**src/rtl/sub_serial_if.sv**
```systemverilog
// Handshake and operand bus for the bit-serial operand-select subtractor.
interface sub_serial_if #(parameter int WIDTH = 4);
  logic             start;
  logic [WIDTH-1:0] a;
  logic [WIDTH-1:0] b;
  logic [WIDTH-1:0] c;
  logic             s;
  logic             busy;
  logic             done;
  logic [WIDTH-1:0] diff;
  logic             bo;

  modport master (output start, a, b, c, s, input busy, done, diff, bo);
  modport slave  (input start, a, b, c, s, output busy, done, diff, bo);
endinterface

```
**src/rtl/sub_serial.sv**
```systemverilog
// Bit-serial subtractor: diff = s ? a - b : a - c, one bit per clock, LSB first.
// state | meaning
// IDLE  | waiting for start; operands latched on the accepting edge
// RUN   | one difference bit per edge, WIDTH edges total
// FIN   | result registers hold the new value; done pulses for this cycle
module sub_serial #(
  parameter int WIDTH = 4
) (
  input  logic        clk,
  input  logic        rst_n,
  sub_serial_if.slave bus
);
  localparam int CW = (WIDTH > 1) ? $clog2(WIDTH) : 1;

  typedef enum logic [1:0] {IDLE, RUN, FIN} state_t;

  state_t           state;
  state_t           state_nxt;
  logic [WIDTH-1:0] ra;
  logic [WIDTH-1:0] rx;
  logic [WIDTH-1:0] rd;
  logic [WIDTH-1:0] diff_q;
  logic             br;
  logic             bo_q;
  logic [CW-1:0]    cnt;
  logic             last;
  logic             bit_a;
  logic             bit_x;
  logic             bit_d;
  logic             br_nxt;

  assign last = (cnt == CW'(WIDTH - 1));

  always_comb begin
    bit_a  = ra[0];
    bit_x  = rx[0];
    bit_d  = bit_a ^ bit_x ^ br;
    br_nxt = (~bit_a & bit_x) | (~(bit_a ^ bit_x) & br);
  end

  always_ff @(posedge clk or negedge rst_n) begin
    if (!rst_n) state <= IDLE;
    else        state <= state_nxt;
  end

  always_comb begin
    state_nxt = state;
    case (state)
      IDLE:    if (bus.start) state_nxt = RUN;
      RUN:     if (last) state_nxt = FIN;
      FIN:     state_nxt = IDLE;
      default: state_nxt = IDLE;
    endcase
  end

  always_ff @(posedge clk or negedge rst_n) begin
    if (!rst_n) begin
      ra     <= '0;
      rx     <= '0;
      rd     <= '0;
      br     <= 1'b0;
      cnt    <= '0;
      diff_q <= '0;
      bo_q   <= 1'b0;
    end else begin
      case (state)
        IDLE: begin
          if (bus.start) begin
            ra  <= bus.a;
            rx  <= bus.s ? bus.b : bus.c;
            rd  <= '0;
            br  <= 1'b0;
            cnt <= '0;
          end
        end
        RUN: begin
          ra  <= ra >> 1;
          rx  <= rx >> 1;
          rd  <= {bit_d, rd[WIDTH-1:1]};
          br  <= br_nxt;
          cnt <= cnt + CW'(1);
          // The final bit goes straight into the result so partial values never show.
          if (last) begin
            diff_q <= {bit_d, rd[WIDTH-1:1]};
            bo_q   <= br_nxt;
          end
        end
        default: ;
      endcase
    end
  end

  assign bus.busy = (state != IDLE);
  assign bus.done = (state == FIN);
  assign bus.diff = diff_q;
  assign bus.bo   = bo_q;
endmodule

```
**src/flat_wrapper.sv**
```systemverilog
// flat-port wrapper written by rule: the top's interface ports become plain ports
module sub_serial_flat 
#(
  parameter int WIDTH = 4
)
  (clk, rst_n, bus_start, bus_a, bus_b, bus_c, bus_s, bus_busy, bus_done, bus_diff, bus_bo);
  sub_serial_if #(.WIDTH(WIDTH)) bus_i ();
  input  logic clk;
  input  logic rst_n;
  input wire logic [$bits(bus_i.start)-1:0] bus_start;
  input wire logic [$bits(bus_i.a)-1:0] bus_a;
  input wire logic [$bits(bus_i.b)-1:0] bus_b;
  input wire logic [$bits(bus_i.c)-1:0] bus_c;
  input wire logic [$bits(bus_i.s)-1:0] bus_s;
  output wire logic [$bits(bus_i.busy)-1:0] bus_busy;
  output wire logic [$bits(bus_i.done)-1:0] bus_done;
  output wire logic [$bits(bus_i.diff)-1:0] bus_diff;
  output wire logic [$bits(bus_i.bo)-1:0] bus_bo;
  assign bus_i.start = bus_start;
  assign bus_i.a = bus_a;
  assign bus_i.b = bus_b;
  assign bus_i.c = bus_c;
  assign bus_i.s = bus_s;
  assign bus_busy = bus_i.busy;
  assign bus_done = bus_i.done;
  assign bus_diff = bus_i.diff;
  assign bus_bo = bus_i.bo;
  sub_serial #(.WIDTH(WIDTH)) u_core (.clk(clk), .rst_n(rst_n), .bus(bus_i));
endmodule
```
**config.mk**
```make
export PLATFORM = sky130hd
export DESIGN_NAME = sub_serial_flat
export DESIGN_NICKNAME = d
export VERILOG_FILES = /design/src/rtl/sub_serial_if.sv /design/src/rtl/sub_serial.sv /design/src/flat_wrapper.sv
export SDC_FILE = /design/constraint.sdc
export NUM_CORES = 1
export LEC_CHECK = 0
export CORE_MARGIN = 10
export CORE_UTILIZATION = 44
export CTS_BUF_LIST = sky130_fd_sc_hd__clkbuf_4 sky130_fd_sc_hd__clkbuf_8
export CTS_CLUSTER_SIZE = 40
export DETAILED_ROUTE_END_ITERATION = 12
export DONT_BUFFER_PORTS = 1
export PLACE_DENSITY = 0.63
export SLEW_MARGIN = 25
export SYNTH_ARGS = -nofsm -noshare
export SYNTH_HDL_FRONTEND = slang
export SYNTH_SLANG_ARGS = --single-unit
```
**constraint.sdc**
```tcl
create_clock -name clk -period 1.14 [get_ports clk]
set_input_delay 0.228 -clock clk [delete_from_list [all_inputs] [get_ports clk]]
set_output_delay 0.228 -clock clk [all_outputs]
set_load 0.02 [all_outputs]
```
==> summary.json <==
{
  "synthesis": {
    "synth.top_cells.by_area": "sky130_fd_sc_hd__dfrtp_1 (54%), sky130_fd_sc_hd__a22o_1 (6.3%), sky130_fd_sc_hd__mux2_4 (6.2%)",
    "synth_top_family_by_area": "compound AO/OA/AOI/OAI gates",
    "synth-compound-area-share_pct": 15.4,
    "synth_adder_area_share_pct": 3.36,
    "synthArstFlopShare_pct": 100,
    "synth_enable_flop_cells": 0,
    "yosys.area.top_type_share_pct": 54.3,
    "post_synth_net_total": 96,
    "syn_area_per_cell_um2": 12.4,
    "syn-cell-area_um2": 967,
    "synth-simple-area-share_pct": 11.0,
    "yosys_warnings": 0,
    "yosys-mux-area-fraction_pct": 11.5,
    "post_synth_inst_count": 78,
    "postSynthRegisterBits": 21,
    "ys_types": 24,
    "dominant_synthesized_flop_cell": "sky130_fd_sc_hd__dfrtp_1",
    "yosysTopAreaCell": "sky130_fd_sc_hd__dfrtp_1",
    "yosys.area_share.xor_xnor_pct": 0,
    "ys_seq_area_share_pct": 54.3
  },
  "worst_setup_path": {
    "worstPathRequired_ns": 0.91,
    "startpoint": "u_core.state[1]",
    "endpoint_kind": "primary output",
    "critical_path.max_fanout": 3,
    "critical_path_arrival_ns": 1.11,
    "worstSetupPathType": "reg -> out",
    "worst_setup_path_start_kind": "flop",
    "crit-reg2reg-launch": "u_core.state[1]",
    "r2r_cells": 5
  },
  "drt": {
    "firstDrtPassIters": 4,
    "drt_iter0_drc": 29,
    "route.detailed.drc": 0,
    "final_antenna_net_count": 0,
    "post_drt_via_cell_ratio": 5.11,
    "finalWirelength_mm": 2.08,
    "wire_per_inst_um": 15.8,
    "vias": 669
  },
  "worst_hold_path": {
    "worst_hold_path_depth": 1,
    "hold_path.startpoint": "bus_a[3]",
    "worstHoldPathType": "in -> reg"
  },
  "timing": {
    "final_hold_viol_count": 0,
    "final.setup.tns_ns": -2.18,
    "clock.fmax_ghz": 0.745,
    "rsz0062_at_grt": "yes",
    "slew-limit-headroom_pct": 68.5,
    "post_route_worst_setup_slack_ns": -0.202,
    "finalWorstPathRequiredPeriod_ns": 1.34,
    "clock-skew-final_ns": 0.00521,
    "slew_viol_final": 0,
    "setup-violations-final": 20,
    "finalCritPeriodShare_pct": 118,
    "tightest_slew_ns": 0.472
  },
  "power": {
    "power.density_nw_per_um2": 2790,
    "p_total_mw": 3.60,
    "vdd_drop_max_v": 0.00130,
    "leakagePower_nw": 0.646
  },
  "layout": {
    "n_fill_cell": 163,
    "postLayoutCellArea_um2": 1290,
    "final_cell_count_no_fill": 131,
    "ratio_of_cells_with_drive_above_1_in_the_final_layout_pct": 47.1,
    "areaGrowthSynthToFinish_pct": 33.5,
    "most-common-layout-cells": "sky130_fd_sc_hd__dfrtp_1 (19), sky130_fd_sc_hd__buf_4 (16), sky130_fd_sc_hd__a22o_1 (7), sky130_fd_sc_hd__buf_6 (6)",
    "antennaDiodeCount": 0,
    "most_common_cell_after_layout_fill_and_taps_aside": "sky130_fd_sc_hd__dfrtp_1",
    "nets_final": 123
  },
  "clock_tree": {
    "cts.htree.levels": 1,
    "cts_tree": "yes",
    "tritoncts.num_buffers": 3,
    "clock_latency_on_the_worst_skew_pair_ns": 0.30,
    "cts.sink_count": 21,
    "path_clk_slew_ns": 0.12,
    "cts-root-buf": "sky130_fd_sc_hd__clkbuf_4",
    "max-clock-path-buffers": 2
  },
  "floorplan": {
    "die_area_um2": 4470,
    "chipHeight_um": 66.9,
    "die_x_um": 66.9,
    "initial_utilization_pct": 47.8,
    "io-pin-count": 23,
    "floorplan.core_area_um2": 2020,
    "core_rows": 16
  },
  "run_status": {
    "failing_checks": "setup timing",
    "outcome": "finished with violations"
  },
  "global_routing": {
    "grt_max_degree": 22,
    "gr-max-usage-layer": "met2",
    "grt_util_met1_pct": 12.1,
    "antenna_found_initial": 0,
    "globalRouteTotalUtil_pct": 10.3,
    "grt_pass1_wl_mm": 3.57,
    "grt_pass1_vias": 745,
    "grt_use_met2_pct": 16.6,
    "globalRouteOverflowTotal": 0,
    "grt.met3_usage_pct": 4.01
  },
  "place": {
    "place.gp.congestion": 0.682,
    "place.detailed.hpwl_mm": 1.45,
    "buffer_ports.inserted": 0,
    "placed_cell_area_um2": 1100,
    "numPlacedInstances": 117,
    "dpl_worst_slack_ns": -0.124
  },
  "job": {
    "cap_violations": 0
  }
}
[metal layers]
metal	up-vias	part of all wire (%)
li1	330	-
met1	321	45
met2	16	49
met3	2	6.0
met4	0	0.87
met5	-	0
[cell type report]
cell class | count | area (um^2) | area share [%]
Inverter | 6 | 22.5 | 1.74
Multi-Input combinational cell | 48 | 454 | 35.2
Clock buffer | 4 | 30.0 | 2.33
Tap cell | 27 | 33.8 | 2.62
Sequential cell | 21 | 528 | 40.9
Timing Repair Buffer | 25 | 223 | 17.2
[critical path, stage by stage (launching register included)]
cell                      delay [ns]
sky130_fd_sc_hd__dfrtp_2        0.44
sky130_fd_sc_hd__buf_6          0.12
sky130_fd_sc_hd__or2_4          0.25
[metrics by stage]
stage                     hold slack [ns]  util [%]
after floorplan                   -0.0676         -
after global placement            -0.0668      54.2
after detailed placement          -0.0668      54.2
after CTS                          0.0500      60.8
after global routing               0.0408      63.9
final                              0.0522      63.9
[cell families (layout without fill, tap and decap cells)]
kind of cell,Yosys count,in the layout
DFF,21,21
and+or+nand+nor,16,16
AOI/OAI and AO/OA,21,21
muxes,9,9
buffers and inverters,9,35
adders and majority gates,2,2
[flip-flops by register name, indices dropped and copies added, names as in the netlist]
name             flops
u_core.bus.bo        1
u_core.br            1
u_core.rx            4
u_core.rd            3
u_core.bus.diff      4
u_core.ra            4
u_core.state         2
u_core.cnt           2
[power breakdown]
group	total [mW]	switching, mW	internal (mW)
Clock	0.391	0.231	0.160
Sequential	1.39	0.308	1.08
Combinational	1.82	0.755	1.07
[cells in the mapped netlist (3+ instances only)]
cell type                 instances
sky130_fd_sc_hd__mux2i_1          4
sky130_fd_sc_hd__a22o_1           7
sky130_fd_sc_hd__dfrtp_1         21
sky130_fd_sc_hd__nand2_1          5
sky130_fd_sc_hd__inv_1            6
sky130_fd_sc_hd__a22oi_1          3
sky130_fd_sc_hd__mux2_4           4
sky130_fd_sc_hd__o21ai_0          6
sky130_fd_sc_hd__nor2b_1          3
[worst paths after layout]
kind	end	slack [ns]
min in group asynchronous	u_core.cnt[1]	0.40
worst min-delay path	u_core.ra[3]	0.05
worst max register to register	u_core.rx[0]	-0.16
max in group asynchronous	u_core.state[1]	0.39
worst min register to register	u_core.ra[2]	0.51
worst max-delay path	bus_busy	-0.20
[timing repair]
action,4_1_cts,5_1_grt
endpoints found under the hold margin,21,21
resized for setup,16,8
pin swaps,1,4
setup buffers,4,4
setup endpoints to repair,18,22
hold buffers,1,1
No activity file was read; power rests on OpenSTA's default activity.
